## config.mk

```make
export PLATFORM = sky130hd
export DESIGN_NAME = press_display_flat
export DESIGN_NICKNAME = d
export VERILOG_FILES = /design/src/rtl/press_display_if.sv /design/src/rtl/press_display.sv /design/src/flat_wrapper.sv
export SDC_FILE = /design/constraint.sdc
export NUM_CORES = 1
export LEC_CHECK = 0
export CORE_ASPECT_RATIO = 1.1
export CORE_MARGIN = 2
export CORE_UTILIZATION = 55
export CTS_CLUSTER_SIZE = 25
export DETAILED_ROUTE_END_ITERATION = 8
export HOLD_SLACK_MARGIN = 0.05
export PLACE_DENSITY = 0.76
export SLEW_MARGIN = 15
export SYNTH_ARGS = -nofsm -noshare
export SYNTH_HDL_FRONTEND = slang
export SYNTH_SLANG_ARGS = --single-unit
```

## constraint.sdc

```tcl
create_clock -name clock -period 2 [get_ports clock]
set_input_delay 0.4 -clock clock [delete_from_list [all_inputs] [get_ports clock]]
set_output_delay 0.4 -clock clock [all_outputs]
set_load 0.01 [all_outputs]
```

## src/rtl/press_display_if.sv

```systemverilog
// Display-stage bus: the binary value in, the multiplexed seven-segment drive
// and the converter busy flag out.
interface press_display_if;
  logic [7:0] value;
  logic [7:0] segments;
  logic [3:0] anodes;
  logic       busy;

  modport master (output value, input segments, anodes, busy);
  modport slave  (input value, output segments, anodes, busy);
endinterface

```

## src/rtl/press_display.sv

```systemverilog
// press_display: sequential shift-add-3 binary-to-BCD converter feeding a
// 4-digit common-anode multiplexed seven-segment scanner with leading-zero
// blanking. All outputs are registered.
module press_display #(
  parameter int unsigned REFRESH_DIV = 50000
) (
  input logic        clock,
  input logic        reset,
  press_display_if.slave bus
);

  localparam int unsigned CW = (REFRESH_DIV > 2) ? $clog2(REFRESH_DIV) : 1;
  localparam logic [CW-1:0] CNT_MAX = CW'(REFRESH_DIV - 1);

  typedef enum logic [1:0] {IDLE, SHIFT, COMMIT} state_t;

  state_t          state;
  logic [7:0]      bin;
  logic [7:0]      last_value;
  logic [9:0]      scratch;     // {hundreds[1:0], tens[3:0], units[3:0]}
  logic [7:0]      adj_lo;      // tens/units after the add-3 correction
  logic [3:0]      bit_cnt;
  logic [1:0]      hun;
  logic [3:0]      ten;
  logic [3:0]      uni;

  logic [CW-1:0]   cnt;
  logic [1:0]      idx;
  logic [1:0]      idx_nxt;
  logic [7:0]      seg_nxt;
  logic [3:0]      an_nxt;

  // Active-low g..a pattern for one decimal digit.
  function automatic logic [6:0] seg_of(input logic [3:0] d);
    case (d)
      4'd0:    seg_of = 7'b1000000;
      4'd1:    seg_of = 7'b1111001;
      4'd2:    seg_of = 7'b0100100;
      4'd3:    seg_of = 7'b0110000;
      4'd4:    seg_of = 7'b0011001;
      4'd5:    seg_of = 7'b0010010;
      4'd6:    seg_of = 7'b0000010;
      4'd7:    seg_of = 7'b1111000;
      4'd8:    seg_of = 7'b0000000;
      4'd9:    seg_of = 7'b0010000;
      default: seg_of = 7'b1111111;
    endcase
  endfunction

  // Add-3 correction on units and tens; hundreds never exceeds 2 so it needs none.
  always_comb begin
    adj_lo = scratch[7:0];
    if (scratch[3:0] >= 4'd5) adj_lo[3:0] = scratch[3:0] + 4'd3;
    if (scratch[7:4] >= 4'd5) adj_lo[7:4] = scratch[7:4] + 4'd3;
  end

  // Converter FSM: capture on change, 8 shifts, one settle cycle, then commit.
  always_ff @(posedge clock or negedge reset) begin
    if (!reset) begin
      state      <= IDLE;
      bin        <= '0;
      last_value <= '0;
      scratch    <= '0;
      bit_cnt    <= '0;
      hun        <= '0;
      ten        <= '0;
      uni        <= '0;
      bus.busy   <= 1'b0;
    end else begin
      case (state)
        IDLE: begin
          if (bus.value != last_value) begin
            bin        <= bus.value;
            scratch    <= '0;
            bit_cnt    <= '0;
            last_value <= bus.value;
            bus.busy   <= 1'b1;
            state      <= SHIFT;
          end
        end
        SHIFT: begin
          // The 8th shift lands one cycle before COMMIT is entered, so busy
          // covers capture + 8 shifts + transition + commit = 10 cycles.
          if (bit_cnt == 4'd8) begin
            state <= COMMIT;
          end else begin
            scratch <= {scratch[8], adj_lo, bin[7]};
            bin     <= {bin[6:0], 1'b0};
            bit_cnt <= bit_cnt + 4'd1;
          end
        end
        COMMIT: begin
          hun      <= scratch[9:8];
          ten      <= scratch[7:4];
          uni      <= scratch[3:0];
          bus.busy <= 1'b0;
          state    <= IDLE;
        end
        default: state <= IDLE;
      endcase
    end
  end

  // Next digit index and its drive pattern, with leading-zero blanking.
  always_comb begin
    idx_nxt = (cnt == CNT_MAX) ? idx + 2'd1 : idx;
    an_nxt  = 4'hF;
    seg_nxt = 8'hFF;
    case (idx_nxt)
      2'd0: begin
        an_nxt  = 4'b1110;
        seg_nxt = {1'b1, seg_of(uni)};
      end
      2'd1: begin
        an_nxt  = 4'b1101;
        seg_nxt = (hun == 2'd0 && ten == 4'd0) ? 8'hFF : {1'b1, seg_of(ten)};
      end
      2'd2: begin
        an_nxt  = 4'b1011;
        seg_nxt = (hun == 2'd0) ? 8'hFF : {1'b1, seg_of({2'b00, hun})};
      end
      default: begin
        an_nxt  = 4'hF;
        seg_nxt = 8'hFF;
      end
    endcase
  end

  // Refresh scanner: dwell counter, digit index and registered outputs.
  always_ff @(posedge clock or negedge reset) begin
    if (!reset) begin
      cnt          <= '0;
      idx          <= '0;
      bus.anodes   <= 4'hF;
      bus.segments <= 8'hFF;
    end else begin
      cnt          <= (cnt == CNT_MAX) ? '0 : cnt + CW'(1);
      idx          <= idx_nxt;
      bus.anodes   <= an_nxt;
      bus.segments <= seg_nxt;
    end
  end

endmodule

```

## src/flat_wrapper.sv

```systemverilog
// flat-port wrapper written by rule: the top's interface ports become plain ports
module press_display_flat 
#(
  parameter int unsigned REFRESH_DIV = 50000
)
  (clock, reset, bus_value, bus_segments, bus_anodes, bus_busy);
  press_display_if bus_i ();
  input logic clock;
  input logic reset;
  input wire logic [$bits(bus_i.value)-1:0] bus_value;
  output wire logic [$bits(bus_i.segments)-1:0] bus_segments;
  output wire logic [$bits(bus_i.anodes)-1:0] bus_anodes;
  output wire logic [$bits(bus_i.busy)-1:0] bus_busy;
  assign bus_i.value = bus_value;
  assign bus_segments = bus_i.segments;
  assign bus_anodes = bus_i.anodes;
  assign bus_busy = bus_i.busy;
  press_display #(.REFRESH_DIV(REFRESH_DIV)) u_core (.clock(clock), .reset(reset), .bus(bus_i));
endmodule
```

== Yosys cells after proc, flatten, opt, wreduce, memory -nomap -nowiden ==
Memory sizes are Yosys's and may differ from the RTL's.
Index checks and enable logic that the tools add are counted.
Word-level totals
  register bits after elaboration: 73
  bits in read-only memories: 224
  input bits: 10
  output and inout bits: 13
  word-level logic and storage cells: 69
  memories: 2
Operators by class
  $add $sub $neg: 5
  order comparisons: 2
  equality and inequality tests: 13
  multiplexer cells: 23
  reductions and logical operators: 11
Memory list
  (name not given): depth 16, width 7, read ports 1, clocked after memory_dff 0, write ports 0, RTL line press_display.sv:35  | case (d)
  (name not given): depth 16, width 7, read ports 1, clocked after memory_dff 0, write ports 0, RTL line press_display.sv:35
Operator list (number)
  $pmux 8 s3: 1
  $pmux 7 s3: 1
  $mux 10: 2
  $pmux 10 s2: 1
  $add 16x1->16 const B: 1
  $eq 16x16->1 const B: 1
  $mux 16: 1
  $mux 4: 4
  $mux 8: 2
  $pmux 8 s2: 1
  $mux 7: 2
  $pmux 3 s3: 1
  $add 4x2->4 const B: 2
  $eq 2x2->1 const B: 4
  $ge 4x3->1 const B: 2
  $ne 8x8->1: 1
  $pmux 4 s2: 1
  $eq 2x1->1 const B: 3
  $logic_not 2->1: 3
  $mux 2: 3
  $reduce_and 2->1: 3
  $add 4x1->4 const B: 1
  $eq 4x4->1 const B: 1
  $logic_not 4->1: 1
  9 further kinds: 11

== Logic depth before layout (Yosys ltp) ==
Gate-level depths: netlist (run 1).
  word-level depth: 4
  mapped depth: 8
  mapped depth without buffers: 7

== Worst setup path before layout (run 1) ==
Ideal clock, no wire load.
  path kind: input-to-reg
  start point: input port bus_value[5]
  end point: register u_core.last_value[0]
  library setup time: 0.125 ns
  arrival time: 1.668 ns
  data required time: 1.875 ns
  setup slack: 0.207 ns
  cell stages on the path: 6
  buffers on the path: 1
  cells stage by stage: xor2_1 -> nor4_1 -> and2_4 -> or3_4 -> buf_6 -> mux2_4
Between the ends
  cells in the longest elaborated chain, start to end: 2
RTL lines
  start: declaration: RTL line flat_wrapper.sv:10  | input wire logic [$bits(bus_i.value)-1:0] bus_value;
  $ne 8x8->1: RTL line press_display.sv:72  | if (bus.value != last_value) begin
  $reduce_and 2->1 (no line)
  end signal: assignment: RTL line press_display.sv:76  | last_value <= bus.value;
  end: declaration: RTL line press_display.sv:19  | logic [7:0] last_value;
No other way between the ends.
A chain may end at the register's enable or synchronous reset.

== Worst setup path in the final report (run 1) ==
  start point: register u_core.ten[1]
  end point: register u_core.bus.segments[2]
Between the ends
  cells in the longest elaborated chain, start to end: 4
  elaborated cells between the ends (all ways): 5
  classes of those cells: mux (2); reduce/logical (2); memory (1)
RTL lines
  start: declaration: RTL line press_display.sv:24  | logic [3:0] ten;
  start signal: assignment: RTL line press_display.sv:94  | ten <= scratch[7:4];
  branches (longest 2 deep; another with $mem_v2 16x7)
  $mux 7 *: RTL line press_display.sv:116  | seg_nxt = (hun == 2'd0 && ten == 4'd0) ? 8'hFF : {1'b1, seg_of(ten)};
  $pmux 8 s3 *: RTL line press_display.sv:109  | case (idx_nxt)
  via u_core.seg_nxt[2]: RTL line press_display.sv:30  | logic [7:0] seg_nxt;
  end signal: assignment: RTL line press_display.sv:140  | bus.segments <= seg_nxt;
  end: declaration: RTL line press_display_if.sv:10  | modport slave (input value, output segments, anodes, busy);
Mark *: on every way through the listed nets, which the timed path passes.

==> reports/summary.txt, run 1 <==
status = completed
CTS tree = done
Boundary Pins = 23
area leader, netlist = dfrtp_1
Crit path arrival time = 2.17 ns
# setup viols final = 0
met1 Usage GRT = 25.8%
Design Area, Final = 4650 sq um
ANT nets after route = 0
met3 Use GR = 3.21%
crit path time final = 1.91 ns
number of flops mapped to enable cells by yosys = 0
Syn Area/Cell = 10.1 sq um
I/O Buffers = 20
number of diodes = 0
post-synth cell types = 56
crit end category = register
Synth area leaders = dfrtp_1 39%, dfstp_2 6.7%, ha_1 5.7%
final wirelength = 7.76 mm
top cell type's share of synthesized area = 38.7%
final hold violation count = 0
Die Wd = 84.7 microns
via count of the routed design = 2948
dominant synthesized flop cell = dfrtp_1
clk_lat worst skew = 0.36 ns
cell area after placement = 4390 sq um
die area = 7860 sq um
core area = 6970 sq um
initial antenna violation count = 0
setup bufs post-CTS = 0
wire length of the first global-routing pass = 13.3 mm
hold_ws = 0.438 ns
Ys Warns = 0
Final Non-Filler Cells = 525
clock skew = 0.00935 ns
initial cell density of the core = 56.6%
count leader, synth = dfrtp_1
Slew HR = 64.4%
total track usage = 21.2%
H-tree depth = 3
PwrDens = 1310 nW/um^2
routed len/inst = 14.8 microns
Pre-antenna DRT Iters = 4
via-per-instance ratio = 5.62
# nets final = 463
synthesized flop and latch total = 71
gr ovfl total = 0
top achievable clock speed = 524 MHz
GPL Wtd Cong = 0.846
FFs w/ async S/R, synth = 100%
placed cell count = 508
fin crit share = 95.3%
share of cells above drive strength 1 = 20.9%
met2 usage in global routing = 36.4%
Num CTS Buffers = 9
die span in y = 92.8 microns
Synth Cell Area = 3940 sq um
Setup crit start kind = register
Clock transition at path regs = 0.08 ns
commonest cells in the netlist = 61 x dfrtp_1, 37 x nor2_1, 24 x nand2_1, 22 x inv_1, 21 x a21oi_1
First DRT Iteration DRCs = 214
row cnt = 32
HPWL after DPL = 5.55 mm
CP max FO = 5
Worst VDD drop = 890 uV
CTS Root Buffer Type = clkbuf_8
gr busiest metal = met2
Fillers = 563
CTS Sinks = 71
Syn Inst Count = 392
Area Growth Syn to Fin = 18.0%
Seq/Total Area, Yosys = 45.4%
CTS Buffer Depth = 2
drt drc = 0
vias in the first global route = 2949
Critical Path RT = 2.26 ns
pins over their slew limit = 0
kind of critical path = register to register
Setup WS post-layout = 0.0931 ns
Leak = 2.07 nW
max-capacitance violation count = 0
hold crit path type = input pin to register
largest net degree at the start of global routing = 52
Slew @ Worst Pin = 0.535 ns
Placement Setup Slack = -0.353 ns
==> cell usage in the layout, fill, tap and decap left out, types with 9 or more instances in the layout <==
cell / instances
clkbuf_8: 12
inv_1: 22
o22ai_1: 11
mux2i_1: 12
xor2_1: 20
clkdlybuf4s50_1: 15
xnor2_1: 11
buf_4: 28
nand3_1: 15
a21oi_1: 21
nand2_1: 24
ha_1: 16
dfstp_2: 10
dfrtp_1: 61
mux2_2: 9
o21ai_0: 19
nor2_1: 37
==> logic make-up after synthesis <==
group / share of synthesized area [%]
flops: 45.4
buf+inv: 5.01
compound gates: 12.6
fa+ha+maj: 5.71
xor+xnor: 6.89
mux: 8.28
other cells: 0.0951
simple gates: 16.1
==> what timing repair did <==
| item | in CTS | in global routing |
|---|---|---|
| setup endpoints to repair | 0 | 19 |
| hold buffers | 1 | 0 |
| gates resized for setup | 0 | 18 |
| hold endpoints to repair | 15 | 0 |
==> per-layer routing <==
| metal | share of wire, % | up-vias |
|---|---|---|
| met5 | 0 | - |
| li1 | - | 1448 |
| met2 | 51 | 54 |
| met4 | 2.8 | 0 |
| met3 | 3.2 | 20 |
| met1 | 43 | 1426 |
==> flip-flops by register name, summed over array words and instances (netlist names) <==
signal,count
u_core.uni,4
u_core.scratch,10
u_core.hun,2
u_core.state,2
u_core.last_value,8
u_core.bus.busy,1
u_core.bus.segments,7
u_core.bit_cnt,4
u_core.bin,8
u_core.bus.anodes,3
u_core.ten,4
u_core.idx,2
u_core.cnt,16
==> per-stage QoR <==
stage          util, %  setup TNS, ns  total power [mW]
6_report          66.8              0              6.12
5_1_grt           66.8       -0.00249              6.53
4_1_cts           65.9              0              6.09
3_5_place_dp      63.0          -7.40              4.97
3_3_place_gp      63.0          -4.80              4.84
2_1_floorplan        -              0              4.18
==> worst max-delay path: stages, from the launching register on <==
cell      delay (ns)
dfrtp_1         0.43
inv_1           0.10
ha_2            0.20
nor3b_4         0.27
nor2_1          0.07
o31a_1          0.26
mux2_2          0.27
o221ai_1        0.22
==> final cells by class <==
cell class                      instances  area, sq um  area share (%)
Sequential cell                        71         1790            38.5
Timing Repair Buffer                   52          477            10.2
Inverter                               22         82.6            1.78
Clock inverter                          4         28.8           0.619
Multi-Input combinational cell        279         2000            43.1
Clock buffer                           12          165            3.55
Tap cell                               85          106            2.29
==> report_power, final <==
group / internal (mW) / switching (mW)
clock: 0.551 / 0.555
combinational: 1.31 / 1.34
sequential: 1.91 / 0.448
==> final timing paths <==
check                                          startpoint                          endpoint  slack (ns)  cells past startpoint
worst max-delay path            u_core.ten[1]$_DFFE_PN0P_  u_core.bus.segments[2]$_DFF_PN1_        0.09                      7
worst min-delay path                         bus_value[3]  u_core.last_value[3]$_DFFE_PN0P_        0.44                      3
worst max register to register  u_core.ten[1]$_DFFE_PN0P_  u_core.bus.segments[2]$_DFF_PN1_        0.09                      7
worst min register to register   u_core.cnt[10]$_DFF_PN0_          u_core.cnt[10]$_DFF_PN0_        0.50                      1
max in group asynchronous                           reset  u_core.bus.segments[2]$_DFF_PN1_        1.15                      3
min in group asynchronous                           reset           u_core.idx[0]$_DFF_PN0_        0.58                      3
(Power assumes the default switching activity.)
==> run 2: changes to the inputs <==
- CORE_ASPECT_RATIO: 1.1 -> 2
==> run 2 against run 1 <==
Net effect:
- cell count rose by 0.95%
- setup slack got worse by 0.013 ns
- largest cell class unchanged
- combinational power rose by 7.5%
- final area rose by 3.1%
- register-to-register slack barely moved
- flip-flop and latch count did not move
- non-clock buffer count did not move
==> reports/summary.txt, run 2 (same netlist as run 1, synthesis figures left out) <==
status = completed
cell area after placement = 4420 sq um
final wirelength = 8.37 mm
GPL Wtd Cong = 0.826
Worst VDD drop = 1020 uV
Fillers = 514
Total Power = 7.04 mW
Area Growth Syn to Fin = 21.7%
CTS Root Buffer Type = clkbuf_16
worst path cell trace = ha_1, and3_2, and4_4, buf_12, buf_4, mux2i_1, o22ai_1, a21oi_1
reg2reg end = u_core.bus.segments[6]$_DFF_PN1_
RSZ-0062 raised after global routing = false
Placement Setup Slack = -0.339 ns
most common cell after layout, fill and taps aside = dfrtp_1
Critical R2R Launch = u_core.cnt[0]$_DFF_PN0_
CTS Sinks = 71
die span in y = 124 microns
vias in the first global route = 3140
CTS Buffer Depth = 2
I/O Buffers = 20
Final Non-Filler Cells = 530
die area = 7900 sq um
# setup viols final = 0
PwrDens = 1470 nW/um^2
routed len/inst = 15.8 microns
Boundary Pins = 23
CP max FO = 24
row cnt = 43
WP buf/inv = 2
Clock transition at path regs = 0.06 ns
drt drc = 0
Slew @ Worst Pin = 0.534 ns
Leak = 2.13 nW
CTS tree = done
kind of critical path = register to register
initial cell density of the core = 56.8%
Slew HR = 64.4%
gr ovfl total = 0
most frequent cells in the layout = 61 x dfrtp_1, 37 x nor2_1, 29 x buf_4
final hold violation count = 0
crit end category = register
clock skew = 0.0114 ns
Cell Int Power = 4.53 mW
CP delay by family, top = simple AND/OR/NAND/NOR gates
placed cell count = 514
Gate power share = 40.4%
via-per-instance ratio = 5.73
Reg power frac = 33.3%
H-tree depth = 3
Setup crit start kind = register
top achievable clock speed = 521 MHz
clk_lat worst skew = 0.34 ns
HPWL after DPL = 5.97 mm
reg2reg path depth = 8
wire length of the first global-routing pass = 14.2 mm
fin crit share = 96.0%
Top reg by flops = u_core.cnt
First DRT Iteration DRCs = 150
clock share of power = 26.3%
Die Wd = 63.9 microns
max-capacitance violation count = 0
Critical Path RT = 2.26 ns
ANT nets after route = 0
Setup WS post-layout = 0.0805 ns
number of flip-flops in the largest register = 16
Crit path arrival time = 2.18 ns
CP max stage delay = 0.38 ns
pins over their slew limit = 0
initial antenna violation count = 0
number of diodes = 0
total track usage = 23.5%
Num CTS Buffers = 9
CP max-delay cell = dfrtp_1
Largest regs = u_core.cnt x16, u_core.scratch x10
Sw Ratio = 35.6%
hold crit path type = input pin to asynchronous set/reset pin
Design Area, Final = 4800 sq um
share of cells above drive strength 1 = 20.7%
# nets final = 463
Net Sw Power = 2.50 mW
core area = 6940 sq um
via count of the routed design = 3036
largest net degree at the start of global routing = 72
crit path time final = 1.92 ns
Pre-antenna DRT Iters = 4
reg2reg setup slack = 0.08 ns
[run 2: cell types whose count changed in the layout (fill, tap and decap cells not counted), moves of 2 or more]
cell	previous run	this run
clkbuf_16	0	9
clkinvlp_4	2	0
dlymetal6s2s_1	4	1
dlygate4sd2_1	0	3
bufinv_16	0	3
clkbuf_8	12	0
ha_1	16	18
ha_2	2	0
[run 2: per-layer routing]
layer | up-vias | track usage [%] | wire (microns)
met1 | 1498 | 22.9 | 3010
met3 | 23 | 5.42 | 248
li1 | 1454 | - | -
met4 | 0 | 12.8 | 269
met2 | 61 | 44.5 | 4840
met5 | - | 0 | 0
[run 2: what timing repair did]
item / 4_1_cts / 5_1_grt
buffers inserted: 0 / 0
hold buffers: 0 / 0
gates cloned: 0 / 0
pin swaps: 4 / 3
setup endpoints to repair: 12 / 13
resized for setup: 7 / 6
[run 2: worst max path at each step]
| stage | start | cells past startpoint | slack [ns] | endpoint |
|---|---|---|---|---|
| 6_report | u_core.cnt[0]$_DFF_PN0_ | 8 | 0.08 | u_core.bus.segments[6]$_DFF_PN1_ |
| 3_5_place_dp | bus_value[5] | 7 | -0.34 | u_core.last_value[6]$_DFFE_PN0P_ |
| 5_1_grt | u_core.cnt[0]$_DFF_PN0_ | 8 | 0.004 | u_core.bus.segments[3]$_DFF_PN1_ |
| 2_1_floorplan | bus_value[5] | 6 | 0.21 | u_core.last_value[0]$_DFFE_PN0P_ |
| 3_3_place_gp | bus_value[5] | 7 | -0.33 | u_core.last_value[1]$_DFFE_PN0P_ |
| 4_1_cts | bus_value[4] | 7 | 0.003 | u_core.last_value[6]$_DFFE_PN0P_ |
[run 2: power groups by stage]
stage	Combinational (mW)	Sequential, mW	Clock [mW]
floorplan	1.96	2.22	0
finish	2.85	2.34	1.85
global placement	2.66	2.33	0
CTS	2.82	2.33	1.87
detailed placement	2.77	2.34	0
global route	3.16	2.40	1.94
[run 2: layout make-up]
| class | count | area, sq um | area share (%) |
|---|---|---|---|
| Timing Repair Buffer | 52 | 472 | 9.83 |
| Inverter | 22 | 82.6 | 1.72 |
| Sequential cell | 71 | 1790 | 37.3 |
| Tap cell | 90 | 113 | 2.35 |
| Clock buffer | 10 | 229 | 4.77 |
| Multi-Input combinational cell | 279 | 2000 | 41.6 |
| Clock inverter | 6 | 116 | 2.43 |
[run 2: stage by stage]
| step | hold WS (ns) | TNS [ns] | util, % |
|---|---|---|---|
| global route | 0.104 | 0 | 69.1 |
| global placement | 0.454 | -7.29 | 63.6 |
| CTS | 0.0927 | 0 | 68.9 |
| detailed placement | 0.454 | -7.80 | 63.6 |
| finish | 0.0591 | 0 | 69.1 |
| floorplan | 0.104 | 0 | - |
